--- config.mk ---
export PLATFORM = sky130hd
export DESIGN_NAME = uart_tx_fifo
export DESIGN_NICKNAME = d
export VERILOG_FILES = /design/src/rtl/uart_tx_fifo_pkg.sv /design/src/rtl/uart_tx_fifo_sync_fifo.sv /design/src/rtl/uart_tx_fifo.sv
export SDC_FILE = /design/constraint.sdc
export NUM_CORES = 1
export LEC_CHECK = 0
export ABC_AREA = 1
export CORE_MARGIN = 8
export CORE_UTILIZATION = 60
export CTS_CLUSTER_DIAMETER = 50
export CTS_CLUSTER_SIZE = 25
export DETAILED_ROUTE_END_ITERATION = 10
export PLACE_DENSITY = 0.89
export SYNTH_ARGS = -nofsm -noshare
export SYNTH_HDL_FRONTEND = slang
export SYNTH_SLANG_ARGS = --single-unit
--- constraint.sdc ---
create_clock -name clock -period 4.6 [get_ports clock]
set_input_delay 0.92 -clock clock [delete_from_list [all_inputs] [get_ports clock]]
set_output_delay 0.92 -clock clock [all_outputs]
set_load 0.01 [all_outputs]
--- src/rtl/uart_tx_fifo_pkg.sv ---
// Shared register map, STATUS bit positions and CTRL field positions
// for the UART transmit buffer.
package uart_tx_fifo_pkg;

  typedef enum logic [1:0] {
    REG_DATA   = 2'd0,
    REG_STATUS = 2'd1,
    REG_LEVEL  = 2'd2,
    REG_CTRL   = 2'd3
  } reg_e;

  localparam int ST_EMPTY = 0;
  localparam int ST_FULL  = 1;
  localparam int ST_OVF   = 2;
  localparam int ST_IRQ   = 3;

  localparam int CTRL_THR_LSB = 0;
  localparam int CTRL_THR_MSB = 4;
  localparam int CTRL_FLUSH   = 6;
  localparam int CTRL_IRQ_EN  = 7;

  localparam int THR_W = CTRL_THR_MSB - CTRL_THR_LSB + 1;

endpackage

--- src/rtl/uart_tx_fifo_sync_fifo.sv ---
// First-word-fall-through FIFO with synchronous flush; a push into a full
// FIFO is accepted only when a pop retires the head in the same cycle.
module sync_fifo #(
  parameter int DBIT  = 8,
  parameter int DEPTH = 16,
  parameter int AW    = 4
) (
  input  logic            clock,
  input  logic            reset,
  input  logic            push,
  input  logic            pop,
  input  logic            flush,
  input  logic [DBIT-1:0] wdata,
  output logic [DBIT-1:0] head,
  output logic [AW:0]     count,
  output logic            full,
  output logic            empty
);

  logic [DBIT-1:0] mem [DEPTH];
  logic [AW-1:0]   rd_ptr;
  logic [AW-1:0]   wr_ptr;
  logic            do_push;
  logic            do_pop;

  assign empty   = (count == '0);
  assign full    = (count == (AW+1)'(DEPTH));
  assign head    = mem[rd_ptr];
  assign do_pop  = pop & ~empty & ~flush;
  assign do_push = push & (~full | do_pop) & ~flush;

  // NOTE: storage has no reset; validity is tracked by count, and leaving the
  // array out of the reset tree lets it map onto plain RAM cells.
  always_ff @(posedge clock) begin
    if (do_push) mem[wr_ptr] <= wdata;
  end

  // NOTE: all sequential state uses non-blocking assignments so every
  // register samples pre-edge values regardless of statement order.
  always_ff @(posedge clock or negedge reset) begin
    if (!reset) begin
      rd_ptr <= '0;
      wr_ptr <= '0;
      count  <= '0;
    end else if (flush) begin
      rd_ptr <= '0;
      wr_ptr <= '0;
      count  <= '0;
    end else begin
      if (do_push) wr_ptr <= wr_ptr + AW'(1);
      if (do_pop)  rd_ptr <= rd_ptr + AW'(1);
      if (do_push && !do_pop)      count <= count + (AW+1)'(1);
      else if (do_pop && !do_push) count <= count - (AW+1)'(1);
    end
  end

endmodule

--- src/rtl/uart_tx_fifo.sv ---
// Bus-facing transmit buffer: register window, FIFO toward the UART
// transmitter, sticky overflow flag and low-watermark interrupt.
module uart_tx_fifo
  import uart_tx_fifo_pkg::*;
#(
  parameter int DBIT  = 8,
  parameter int DEPTH = 16,
  parameter int AW    = 4
) (
  input  logic            clock,
  input  logic            reset,
  input  logic            wren,
  input  logic [1:0]      addr,
  input  logic [7:0]      data_i,
  output logic [7:0]      data_o,
  output logic [DBIT-1:0] out_data,
  output logic            out_valid,
  input  logic            out_ready,
  output logic            irq
);

  logic [AW:0]      count;
  logic             full;
  logic             empty;
  logic             push;
  logic             pop;
  logic             flush;
  logic             wr_status;
  logic             wr_ctrl;
  logic             overflow;
  logic [THR_W-1:0] threshold;
  logic             irq_en;

  assign push      = wren & (reg_e'(addr) == REG_DATA);
  assign wr_status = wren & (reg_e'(addr) == REG_STATUS);
  assign wr_ctrl   = wren & (reg_e'(addr) == REG_CTRL);
  assign flush     = wr_ctrl & data_i[CTRL_FLUSH];
  assign out_valid = ~empty;
  assign pop       = out_valid & out_ready;

  sync_fifo #(.DBIT(DBIT), .DEPTH(DEPTH), .AW(AW)) u_fifo (
    .clock (clock),
    .reset (reset),
    .push  (push),
    .pop   (pop),
    .flush (flush),
    .wdata (data_i[DBIT-1:0]),
    .head  (out_data),
    .count (count),
    .full  (full),
    .empty (empty)
  );

  // A new overflow beats a same-cycle clear request.
  always_ff @(posedge clock or negedge reset) begin
    if (!reset) begin
      overflow  <= 1'b0;
      threshold <= '0;
      irq_en    <= 1'b0;
    end else begin
      if (push && full && !pop)              overflow <= 1'b1;
      else if (wr_status && data_i[ST_OVF])  overflow <= 1'b0;
      if (wr_ctrl) begin
        threshold <= data_i[CTRL_THR_MSB:CTRL_THR_LSB];
        irq_en    <= data_i[CTRL_IRQ_EN];
      end
    end
  end

  // Compare at 32 bits so thresholds at or above DEPTH hold irq high.
  assign irq = irq_en & (32'(count) <= 32'(threshold));

  // NOTE: every output of a combinational block gets a default first so no
  // path through the case can leave a latch behind.
  always_comb begin
    data_o = '0;
    unique case (reg_e'(addr))
      REG_DATA:   data_o = 8'(out_data);
      REG_STATUS: begin
        data_o[ST_EMPTY] = empty;
        data_o[ST_FULL]  = full;
        data_o[ST_OVF]   = overflow;
        data_o[ST_IRQ]   = irq;
      end
      REG_LEVEL:  data_o = 8'(count);
      REG_CTRL: begin
        data_o[CTRL_THR_MSB:CTRL_THR_LSB] = threshold;
        data_o[CTRL_IRQ_EN]               = irq_en;
      end
      default:    data_o = '0;
    endcase
  end

endmodule

==> results.md, run 1 <==
STA:
- After routing, the total negative slack on setup checks comes to 0 ns.
- The count of endpoints failing hold in the final timing report was 0.
- Setup slack on the critical path of the routed design comes to between 0.7 and 0.8 ns.
- Setup violations remaining at the end of the flow were counted as 0.
- Hold timing on the final database bottoms out at a slack of roughly 0.5 ns.
- The worst-margin pin slew is 0.960 ns.
- The fraction of the cycle the final worst path needs is ~83%.
- Setup repair after global routing left no endpoint under its margin.
- Across the routed clock network, the largest skew measured is 0.0128 ns.
- The number of slew-limit violations in the final report came to 0.
- The final critical-path required period is 3.81 ns.
- The peak clock frequency supported by timing is ~260 MHz.
- The relative max-transition margin is approximately 36%.

Critical path:
- For the worst setup path, the data required time is roughly 3.7 ns.
- The launching element type of the critical path is an input pin.
- The worst path arrival time is between 2 and 3 ns.
- The buffers plus inverters on the worst setup path is 4.
- The launching point of the worst reg2reg path is u_fifo.count[1].
- On the critical path the largest part of the delay comes from buffers and inverters.
- The logic depth of the worst register-to-register path is 13.
- Of all nets on the critical path, the largest fanout is 6.
- The worst setup path category is input pin to output port.
- For this design, the slowest cell found on the critical path is clkdlybuf4s50_1.
- Traced cell by cell, the critical path runs through clkdlybuf4s50_1, ha_1, inv_1, o22ai_1, inv_1, a21oi_1, clkdlybuf4s50_1.
- The minimum setup slack among reg-to-reg paths is around 2 ns.
- On the worst path, the slowest cell contributes a delay of roughly 0.57 ns.
- The worst reg2reg path endpoint is u_fifo.count[4].
- The worst setup path is captured at an output port.

Logic synthesis:
- Yosys mapped a number of flops with a built-in enable equal to approximately 130.
- The fraction of synthesized cell area taken by the top area cell type is 56.0%.
- In the synthesized netlist, the number of instances is approximately 640.
- The most frequently used flop master after synthesis is edfxtp_1.
- edfxtp_1 takes more of the synthesized area than any other cell.
- The net count of the mapped netlist is between 600 and 700.
- The mean instance size in the synthesized netlist is roughly 11 µm².
- The cell area that synthesis handed to floorplanning was 0.00686 mm².
- In this run, synthesis produced a sequential element count of roughly 150.
- The sequential cell area fraction in the yosys report is 63.3%.
- The most repeated cell in the gate-level netlist after synthesis is nand2_1.
- For this run, asynchronously set or reset flops after synthesis account for a little over an eighth.
- Yosys attributes the largest share of cell area to edfxtp_1, nand2_1, dfrtp_1.
- Ranked by instance count, the synthesized netlist is headed by nand2_1, edfxtp_1, nor2_1.
- The count of synthesis-stage warnings from yosys is 0.
- In this run, distinct cell masters in the synthesized netlist total 35.

Worst hold path:
- The worst hold path terminates at threshold[2].
- The worst hold path passes through 2 cells.
- The origin of the worst min-delay path is threshold[2].
- The tightest min-delay check is of the flop to flop type.

Global route:
- The global-route usage over all layers is 22.0%.
- The number of antenna violations at the first check in global routing is 0.
- The pin count of the biggest net entering global routing is 75.
- In this run the most used layer during global routing was met2.
- For this run, global-route usage on met3 was measured as around 4.6%.
- The via count of the first global-routing pass is around 4,900.
- The met1 usage in global routing is between 20% and 30%.
- The first global-routing pass estimated between 20 and 30 mm of wire.
- The met2 track utilization from global routing is a little over a third.
- The total overflow left after global routing is 0.

Power and ir drop:
- Power spread over the standard cell area amounts to ~610 mW/mm².
- For this design the static power due to leakage is about 3.1 nW.
- Of the total power, registers draw about a third.
- Net switching is a little under two fifths of the power.
- The clock share of power is ~29%.
- In this run, the combinational gates consume 36.1% of the power.
- VDD sags by at most between 400 and 500 µV.
- Internal power comes to between 3 and 4 mW.
- In this run the power spent charging and discharging nets is 1.79 mW.
- The design draws 4.82 mW.

Clock network:
- The number of clock buffers added by TritonCTS is 17.
- The number of gates resized after CTS was 0.
- The level count of the clock H-tree is 4.
- Post-CTS timing repair inserted 0 buffers for setup.
- The clock tree root buffer cell is clkbuf_16.
- Clock tree synthesis found a total of roughly 150 sinks.
- TritonCTS built the clock tree.
- After clock tree synthesis, the flow added hold-fix buffers numbering 0.
- In this run the deepest clock path goes through 2 buffers.
- The clock reaches the later pin of the worst-skew pair after between 0.4 and 0.5 ns.
- Clock-pin slew was measured on the worst setup and hold paths at roughly 0.06 ns.

Placed design:
- The pre-CTS worst setup slack is about 0.72 ns.
- The final estimated routing congestion in global placement is roughly 0.89.
- After legalization and detailed placement, the total HPWL measured between 10 and 15 mm.
- Input and output buffers added on the ports amount to 31.

Floorplanning:
- 32 I/O pins were placed.
- Measured along the x axis, the die boundary spans between 100 and 150 µm.
- The area of the die is ~0.015 mm².
- The floorplan die height is approximately 120 µm.
- The core region is ~0.011 mm².
- The number of cell rows is 39.
- The effective utilization at floorplan is 60.9%.

Flow run:
- Max-cap violations in this run came to 0.

Layout:
- The number of antenna diodes in the final layout is 0.
- Cells fill between 70% and 80% of the core in the end.
- The share of post-route cells with drive strength above 1 is around a tenth.
- At the end of the flow, the number of nets in the layout was 722.
- Fill cells in the final layout number ~750.
- Compared with the post-synthesis result, the final layout area differs by 15.4%.

Routing:
- The routed design has 16.0 mm of wire.
- The antenna violation net count after detailed routing is 0.
- After detailed routing, the number of remaining DRC violations is 0.
- The average via count per standard cell is between 5 and 6.
- The first TritonRoute pass finished after 5 iterations.
- The first-iteration detailed-routing DRC count is 580.
- In the final routed layout, each cell accounts on average for between 15 and 20 µm.
- The via count is 4,982.

Outcome:
- The flow ran to the end, and the final reports show no timing, DRC or antenna violations.
## sequential cells by signal, summed over array words and instances, names as in the netlist
signal and cells:
irq_en 1, overflow 1, threshold 5, u_fifo.count 5, u_fifo.mem 128, u_fifo.rd_ptr 4, u_fifo.wr_ptr 4
## power groups by stage
stage	logic, mW	clock network (mW)	registers, mW
finish	1.74	1.42	1.66
global route	1.91	1.48	1.67
CTS	1.73	1.42	1.66
detailed placement	1.71	0	1.69
global placement	1.63	0	1.68
floorplan	1.19	0	1.64
## worst reg2reg max path, stage by stage (launching register included)
cell,delay [ns]
dfrtp_1,0.50
nor2_4,0.16
nand4_4,0.15
a21oi_1,0.30
nand2_1,0.24
ha_1,0.38
a21oi_1,0.23
nand3_1,0.12
nand2_1,0.10
inv_1,0.05
nand2_1,0.06
nand2_1,0.06
nand2_1,0.06
nand2_1,0.05
## cells by family (layout without fill, tap and decap cells)
family	after synthesis	in the layout	share of synthesized area [%]
flops	148	148	63.3
mux	2	2	0.328
compound gates	83	83	6.78
buf+inv	82	139	5.87
fa+ha+maj	21	21	3.94
simple gates	304	304	19.4
xor+xnor	3	3	0.383
## layer usage
metal | wire length, µm | share of wire (%)
met1 | 6380 | 40
met2 | 7920 | 50
met3 | 1170 | 7.3
met4 | 497 | 3.1
met5 | 0 | 0
## layout by cell type, fill, tap and decap left out, types with 2 or more instances in the layout
master	Yosys	layout
edfxtp_1	128	128
o221ai_1	3	3
o211ai_1	10	10
nand2_4	2	2
nand3_1	42	42
clkinvlp_4	0	4
inv_1	52	52
ha_1	20	20
nor2_1	54	54
mux2_2	2	2
a21oi_1	32	32
o21ai_1	6	6
nand2_1	174	174
clkbuf_16	0	17
inv_6	0	3
clkdlybuf4s50_1	0	31
bufinv_16	0	3
nor2_4	3	3
nand4_1	3	3
o21ai_0	25	25
nand4_4	2	2
nand2_2	4	4
buf_4	4	17
dfrtp_1	20	19
xor2_1	3	3
clkinv_4	0	3
inv_2	5	5
nor3_1	17	17
clkinv_1	1	2
a31oi_1	3	3
## layout make-up
cell class                      instances  area [µm²]  area share [%]
Clock inverter                         14         176            2.23
Timing Repair Buffer                   49         458            5.78
Clock buffer                           18         429            5.42
Tap cell                              143         179            2.26
Multi-Input combinational cell        413        2110            26.7
Sequential cell                       148        4350            54.9
Inverter                               58         218            2.75
## worst max path at each step
stage / start / to / slack [ns] / cells past startpoint
floorplan: addr[0] / u_fifo.count[4] / 1.77 / 15
global placement: addr[0] / data_o[4] / 0.88 / 7
detailed placement: data_i[6] / u_fifo.count[4] / 0.72 / 14
CTS: addr[0] / data_o[4] / 0.80 / 7
global route: u_fifo.rd_ptr[1] / data_o[3] / 0.70 / 10
finish: addr[0] / data_o[4] / 0.79 / 7
## per-stage QoR
step                      area, µm²  instances
after global routing           7920        843
after CTS                      7920        843
after global placement         7310        811
after floorplan                6860        643
final                          7920        843
after detailed placement       7310        811
Power figures use the tool's default switching activity.
==> inputs of run 2 (changes only) <==
- CORE_UTILIZATION: 60 -> 54
- PLACE_DENSITY: 0.89 -> 0.85
- clock period: 4.6 -> 3.12 ns (I/O delays scaled with it)
==> run 2 against run 1 <==
  * Global-route usage shrank 1.8 points
  * Final area grew 3.8%
  * Critical endpoint is now data_o[2]
  * Via count grew 2.9%
  * Clock skew shrank 0.0057 ns
==> results.md, run 2 (synthesis results as in run 1) <==
Global route:
- In the global route stage, met2 resource usage came out at between 30% and 40%.
- The number of antenna violations at the first check in global routing came to 0.
- Global routing finished with a remaining overflow of 0.
- The pin count of the biggest net entering global routing is 44.
- The global routing stage identified its most utilized layer as met2.
- The via count of the first global-routing pass is 5,099.
- The global-route usage over all layers is roughly a fifth.
- Global routing consumed, on the met1 layer, around a quarter of the routing resources.
- The global-route wire length before repair is around 25 mm.
- For met3 alone, demand over resource in global routing was 5.50%.

Critical path:
- Among all stages on the critical path, the largest delay is contributed by clkdlybuf4s50_1.
- The critical path in this run is classified as flop to output port.
- At the worst endpoint, the arrival time is around 2.5 ns.
- The logic depth of the worst register-to-register path is 13.
- Counting stages on the worst path, the most repeated cell is nand2_1.
- The signal on the critical path passes through clkinvlp_4, buf_4, nor2_1, o21ai_1, nand3_1, nand3_1, nand2_1, nand2_1, nand2_1, clkdlybuf4s50_1.
- The kind of capture point of the worst setup path is an output port.
- For this run, the slowest stage of the critical path takes between 0.5 and 0.6 ns.
- Along the worst path, the maximum fanout reaches 5.
- The launching element type of the critical path is a flop.
- STA puts the critical path data required time at 2.50 ns.

Clock network:
- The clock tree root buffer cell is clkbuf_16.
- After clock tree synthesis, the clock-pin slew on the worst setup and hold paths is around 0.060 ns.
- The level count of the clock H-tree is 4.
- For the worst-skew pair, the clock arrives at the later sink with an insertion delay of 0.43 ns.
- The tree built by TritonCTS fans out to ~150 sinks.
- The clock tree from TritonCTS is built.
- The total CTS buffers is 17.
- The maximum buffer depth of the clock tree is 2.

Routing:
- The via count is around 5,100.
- Summed over all layers, the routed wires come to roughly 17 mm.
- After detailed routing, the number of remaining DRC violations is 0.
- Before antenna repair, the detailed router went through 5 iterations.
- In the final routed layout, each cell accounts on average for ~19 µm.
- The count of nets left with antenna violations once routing finished came out at 0.
- The average via count per standard cell is roughly 5.7.
- For this block, the initial DRC count from the detailed router was roughly 550.

STA:
- The fraction of the cycle the final worst path needs is 99.3%.
- Timing would allow up to roughly 320 MHz.
- The final worst clock skew is around 0.0071 ns.
- The count of endpoints failing hold in the final timing report was 0.
- The final critical-path required period is 3.10 ns.
- The relative max-transition margin is 55.4%.
- At the pin with the least slew margin, the transition time is 0.668 ns.
- The number of setup violations in the final report is 0.
- The final worst slack is between 0.02 and 0.025 ns.
- The number of slew-limit violations in the final report is 0.

Layout:
- Leaving out fill and tap cells, the most frequent cell in the layout is nand2_1.
- The register with the most flip-flops in the layout has approximately 130 of them.
- The post-synthesis to final-layout area growth is 19.8%.
- The top cell types in the final layout, fill and taps aside, are nand2_1, edfxtp_1, nor2_1.
- The share of post-route cells with drive strength above 1 is around 15%.
- The number of antenna cells inserted is 0.
- In the final layout, the registers with the most flip-flops are u_fifo.mem x128, threshold x5, u_fifo.count x5.
- The register with the most flip-flops in the final layout is u_fifo.mem.
- Cells fill 65.7% of the core in the end.
- The filler cells instantiated in the layout total between 900 and 1,000.
- The number of nets in the final layout is around 750.

Floorplanning:
- The area inside the core boundary is about 0.013 mm².
- The initial utilization of the core area, before any placement, comes to 54.8%.
- Measured along the x axis, the die boundary spans 129 µm.
- The floorplan die height is about 130 µm.
- The floorplan step defined a die boundary enclosing ~0.017 mm².
- The initialized floorplan defines 41 standard-cell rows.
- In this run the count of I/O pins placed on the die edge is 32.

Worst hold path:
- The worst hold path passes through 2 cells.
- The worst hold path belongs to the class flop to flop.

Power and ir drop:
- The worst-case IR drop observed on VDD is about 480 µV.
- Power spread over the standard cell area amounts to about 890 mW/mm².
- The static leakage is 3.33 nW.
- The completed layout was analyzed and its total power is around 7.3 mW.

Placed design:
- The count of input and output buffers is 31.
- Summed over all nets, the half-perimeter wirelength after detailed placement is approximately 10 mm.
- Timing analysis after detailed placement gives a worst setup slack of -0.0297 ns.
- Routability-driven placement finished with a final weighted congestion of around 0.91.

Flow run:
- The max-cap violation count is 0.

Outcome:
- The flow ran to the end, and the final reports show no timing, DRC or antenna violations.
run 2: cell types whose count changed in the layout (fill, tap and decap cells not counted), sizes merged:
cell,delta
clkinvlp,+2
clkbuf,+1
dlymetal6s2s,+5
buf,+22
clkdlybuf4s50,-5
bufinv,-1
clkinv,+3
inv,-3
run 2: repair_timing:
item,in CTS,in global routing
setup endpoints to repair,6,9
cloned,0,2
buffers inserted,3,4
hold buffers,0,0
gates resized for setup,3,20
run 2: through the flow:
stage / area (µm²) / setup TNS (ns) / hold WS [ns] / instances
after detailed placement: 7460 / -0.0297 / 0.489 / 855
after CTS: 8080 / -0.00128 / 0.513 / 890
after floorplan: 6860 / 0 / 0.328 / 643
after global placement: 7460 / 0 / 0.474 / 855
final: 8220 / 0 / 0.513 / 896
after global routing: 8220 / -0.0442 / 0.539 / 896
run 2: cell type report:
class	count	area, µm²	share of cell area [%]
sequential	148	4350	52.9
multi-input combinational	413	2130	25.9
timing repair buffer	73	717	8.72
clock buffer	17	425	5.18
inverter	58	230	2.80
tap	172	215	2.62
clock inverter	15	158	1.92
run 2: report_power, final:
part / total [mW] / switching, mW / internal, mW
Combinational: 2.86 / 1.73 / 1.13
Clock: 2.01 / 0.829 / 1.18
Sequential: 2.47 / 0.179 / 2.29
run 2: worst paths after layout:
path | from | to | slack, ns
max | u_fifo.rd_ptr[1] | data_o[2] | 0.02
min | threshold[2] | threshold[2] | 0.51
max reg2reg | u_fifo.count[1] | u_fifo.count[4] | 0.72
min reg2reg | threshold[2] | threshold[2] | 0.51
max in group asynchronous | reset | u_fifo.count[0] | 2.31
min in group asynchronous | reset | u_fifo.count[4] | 0.55
run 2: routing by layer:
metal | part of all wire, % | wire (µm)
met2 | 50 | 8380
met1 | 40 | 6620
met3 | 8.0 | 1330
met4 | 2.3 | 388
met5 | 0 | 0
run 2: worst max-delay path: cells and delay by family, from the launching register on:
family                 cells  cell delay, ns
AOI/OAI and AO/OA          1            0.09
buffers and inverters      3            0.85
DFF                        1            0.50
and+or+nand+nor            6            0.60
==> inputs of run 3 (changes only) <==
- SKIP_LAST_GASP: default -> 1
==> run 3 against run 2 <==
  * Final cell count unchanged
  * Wire length is 0.84% higher
  * Critical path depth did not move
  * Setup slack got worse by 0.0046 ns
  * Critical path type unchanged
  * Highest routed layer unchanged
  * Combinational power about the same
  * Worst hold slack barely moved
  * Flip-flop and latch count unchanged
  * Clock-buffer cell count unchanged
==> results.md, run 3 (synthesis results as in run 1) <==
Power and ir drop:
- Sequential cells burn between 30% and 40% of the power.
- The power per unit of standard cell area is about 890 mW/mm².
- Combinational cells account for approximately two fifths of the total power.
- Per report_power, the clock group accounts for approximately 28% of the total.
- The static leakage is about 3.3 nW.
- The switching part of the total power is 37.4%.
- In this run the power spent charging and discharging nets is ~2.7 mW.
- The maximum vdd drop is between 400 and 500 µV.
- The internal power of the cells totals approximately 4.6 mW.

Critical path:
- The logic depth of the worst register-to-register path is 13.
- The kind of capture point of the worst setup path is an output port.
- STA classifies the critical path startpoint as a flop.
- The cell that appears most often on the critical path is nand2_1.
- The worst register-to-register path begins at u_fifo.count[1].
- In this design, the stage delay of the slowest critical-path cell is 0.54 ns.
- Data on the critical path is required at its endpoint by about 2.5 ns.
- Along the worst path, the maximum fanout reaches 5.
- The setup path with the least slack is of type flop to output port.
- In this run the critical register-to-register path is captured at u_fifo.count[4].
- The setup check on the worst reg-to-reg path leaves a slack of 0.74 ns.
- Walking the worst path, the cells encountered are clkinvlp_4, buf_4, nor2_1, o21ai_1, nand3_1, nand3_1, nand2_1, nand2_1, nand2_1, clkdlybuf4s50_1.
- Data on the critical path arrives at its endpoint at ~2.5 ns.
- The slowest library cell on the worst path is clkdlybuf4s50_1.

Global route:
- The global-route usage over all layers is 20.2%.
- For this run the aggregate overflow at the end of global routing stands at 0.
- The pin count of the biggest net entering global routing is 44.
- The via count of the first global-routing pass was roughly 5,100.
- The number of antenna violations at the first check in global routing came to 0.
- The first global-routing pass estimated about 25 mm of wire.

Layout:
- The register with the most flip-flops in the final layout is u_fifo.mem.
- After the last flow step, the layout net total stands at ~750.
- The sequential cells in the finished layout cover a total of around 0.0043 mm².
- In the final layout, the registers with the most flip-flops are u_fifo.mem x128, threshold x5, u_fifo.count x5.
- The total non-filler cell area in the finished layout is slightly above 0.008 mm².
- Compared with the post-synthesis result, the final layout area differs by 19.6%.
- The most frequent standard cell in the layout excluding fill and tap cells is nand2_1.
- In the layout the commonest cells are nand2_1, edfxtp_1, nor2_1.
- The number of antenna diodes in the final layout is 0.
- The number of flip-flops under the largest register name is about 130.
- The share of post-route cells with drive strength above 1 is between 10% and 20%.
- The area occupied by multi-input gates is 0.00212 mm².
- The number of fill cells in the layout is between 900 and 1,000.

Routing:
- For this block, the via count after detailed routing is around 5,100.
- Using the TritonRoute via totals, the vias-per-cell ratio works out to between 5 and 6.
- The routed length per instance is roughly 19 µm.
- For this run, design rule violations remaining after detail routing come to 0.
- The total wirelength of the detailed-routed design is around 17 mm.
- The antenna violation net count after detailed routing is 0.
- The number of detailed-route iterations in the first pass is 5.
- After the first detailed-routing iteration, the DRC count stood at a little over 600.

Clock network:
- The total CTS buffers is 17.
- For this design, the CTS-stage hold fixing added 0 buffers.
- The maximum buffer depth of the clock tree is 2.
- The H-tree generated during clock tree synthesis spans 4 levels.
- The clock tree from TritonCTS is built.
- The clock reaches the later pin of the worst-skew pair after approximately 0.43 ns.
- The clock tree root buffer cell is clkbuf_16.
- Clock-pin slew was measured on the worst setup and hold paths at 0.06 ns.
- The number of sinks handled by clock tree synthesis is about 150.

Floorplanning:
- The area inside the core boundary is between 0.01 and 0.015 mm².
- During I/O placement, the number of pins put on the boundary was 32.
- The floorplan die height is ~130 µm.
- The initial utilization of the core area, before any placement, comes to 54.8%.
- The die covers around 0.017 mm².
- The floorplan has slightly above 40 rows.
- From left edge to right edge, the die measures roughly 130 µm.

STA:
- The final critical-path required period is just over 3 ns.
- Setup repair after global routing could not meet its margin everywhere.
- The count of endpoints failing hold in the final timing report is 0.
- In the finished design, the share of the clock period the worst path needs comes to about 99%.
- The number of setup violations in the final report is 0.
- For the pin with the worst max-slew slack, the measured transition is about 0.69 ns.
- The final worst hold slack is 0.513 ns.
- The number of slew-limit violations in the final report is 0.
- Timing would allow up to ~320 MHz.
- Between clock sinks in the finished design, the worst skew comes to about 0.0056 ns.
- Setup total negative slack on the finished layout was measured at 0 ns.
- Headroom to the max-slew limit came out at between 50 and 60%.

Worst hold path:
- The terminating pin of the worst hold path is threshold[2].
- The origin of the worst min-delay path is threshold[2].
- The worst hold path depth is 2.
- The path class of the lowest-slack min-delay path is flop to flop.

Outcome:
- The run finished with clean final reports.

Placed design:
- The cell area after placement is about 0.0075 mm².
- The half-perimeter wire length after placement is roughly 10 mm.
- The count of buffers added on input and output ports is 31.
- At the end of routability-driven placement, the weighted congestion stood at 0.907.

Flow run:
- Across the run, the number of max-cap violations was 0.
[run 3: changes by cell type in the layout (fill, tap and decap cells not counted), sizes merged]
cell           before  now
clkdlybuf4s50      26   28
dlymetal6s2s        5    3
[run 3: area by class of cell]
type,count,area share (%)
Sequential cell,148,53.0
Clock buffer,17,5.19
Clock inverter,15,1.92
Inverter,58,2.81
Timing Repair Buffer,73,8.59
Multi-Input combinational cell,413,25.9
Tap cell,172,2.62
[run 3: per-stage QoR]
step                utilization [%]  instances  total power, mW  setup slack, ns
floorplan                         -        643             4.17            0.583
global route                   65.5        896             7.71          -0.0847
CTS                            64.5        890             7.09         -0.00128
global placement               59.6        855             4.93           0.0876
detailed placement             59.6        855             5.04          -0.0297
finish                         65.5        896             7.32           0.0180
[run 3: power by group through the flow]
stage / clock network (mW) / registers [mW] / logic (mW)
after floorplan: 0 / 2.41 / 1.76
after global placement: 0 / 2.46 / 2.47
after detailed placement: 0 / 2.47 / 2.56
after CTS: 2.02 / 2.45 / 2.62
after global routing: 2.10 / 2.48 / 3.13
final: 2.01 / 2.46 / 2.84
[run 3: what timing repair did]
action,CTS,global route
gates cloned,0,2
endpoints found under the hold margin,0,0
gates resized for setup,3,12
setup endpoints to repair,6,9
pin swaps,0,0
buffers inserted,3,4
[run 3: how the worst max path moves through the flow]
stage | slack, ns | to | startpoint | cells past startpoint
after floorplan | 0.58 | u_fifo.count[4] | addr[0] | 15
after global placement | 0.09 | data_o[3] | addr[0] | 8
after detailed placement | -0.03 | u_fifo.count[4] | addr[0] | 16
after CTS | -0.001 | data_o[4] | u_fifo.rd_ptr[3] | 8
after global routing | -0.08 | data_o[4] | u_fifo.rd_ptr[0] | 10
final | 0.02 | data_o[2] | u_fifo.rd_ptr[1] | 10
[run 3: layer usage]
layer,track usage [%],wire [µm]
met4,8.91,328
met3,5.50,1340
met5,0,0
met1,23.9,6670
met2,34.1,8530
[run 3: critical path, delay by kind of cell, from the launching register on]
family                 cells  cell delay [ns]
buffers and inverters      3             0.86
and+or+nand+nor            6             0.61
DFF                        1             0.50
AOI/OAI and AO/OA          1             0.09
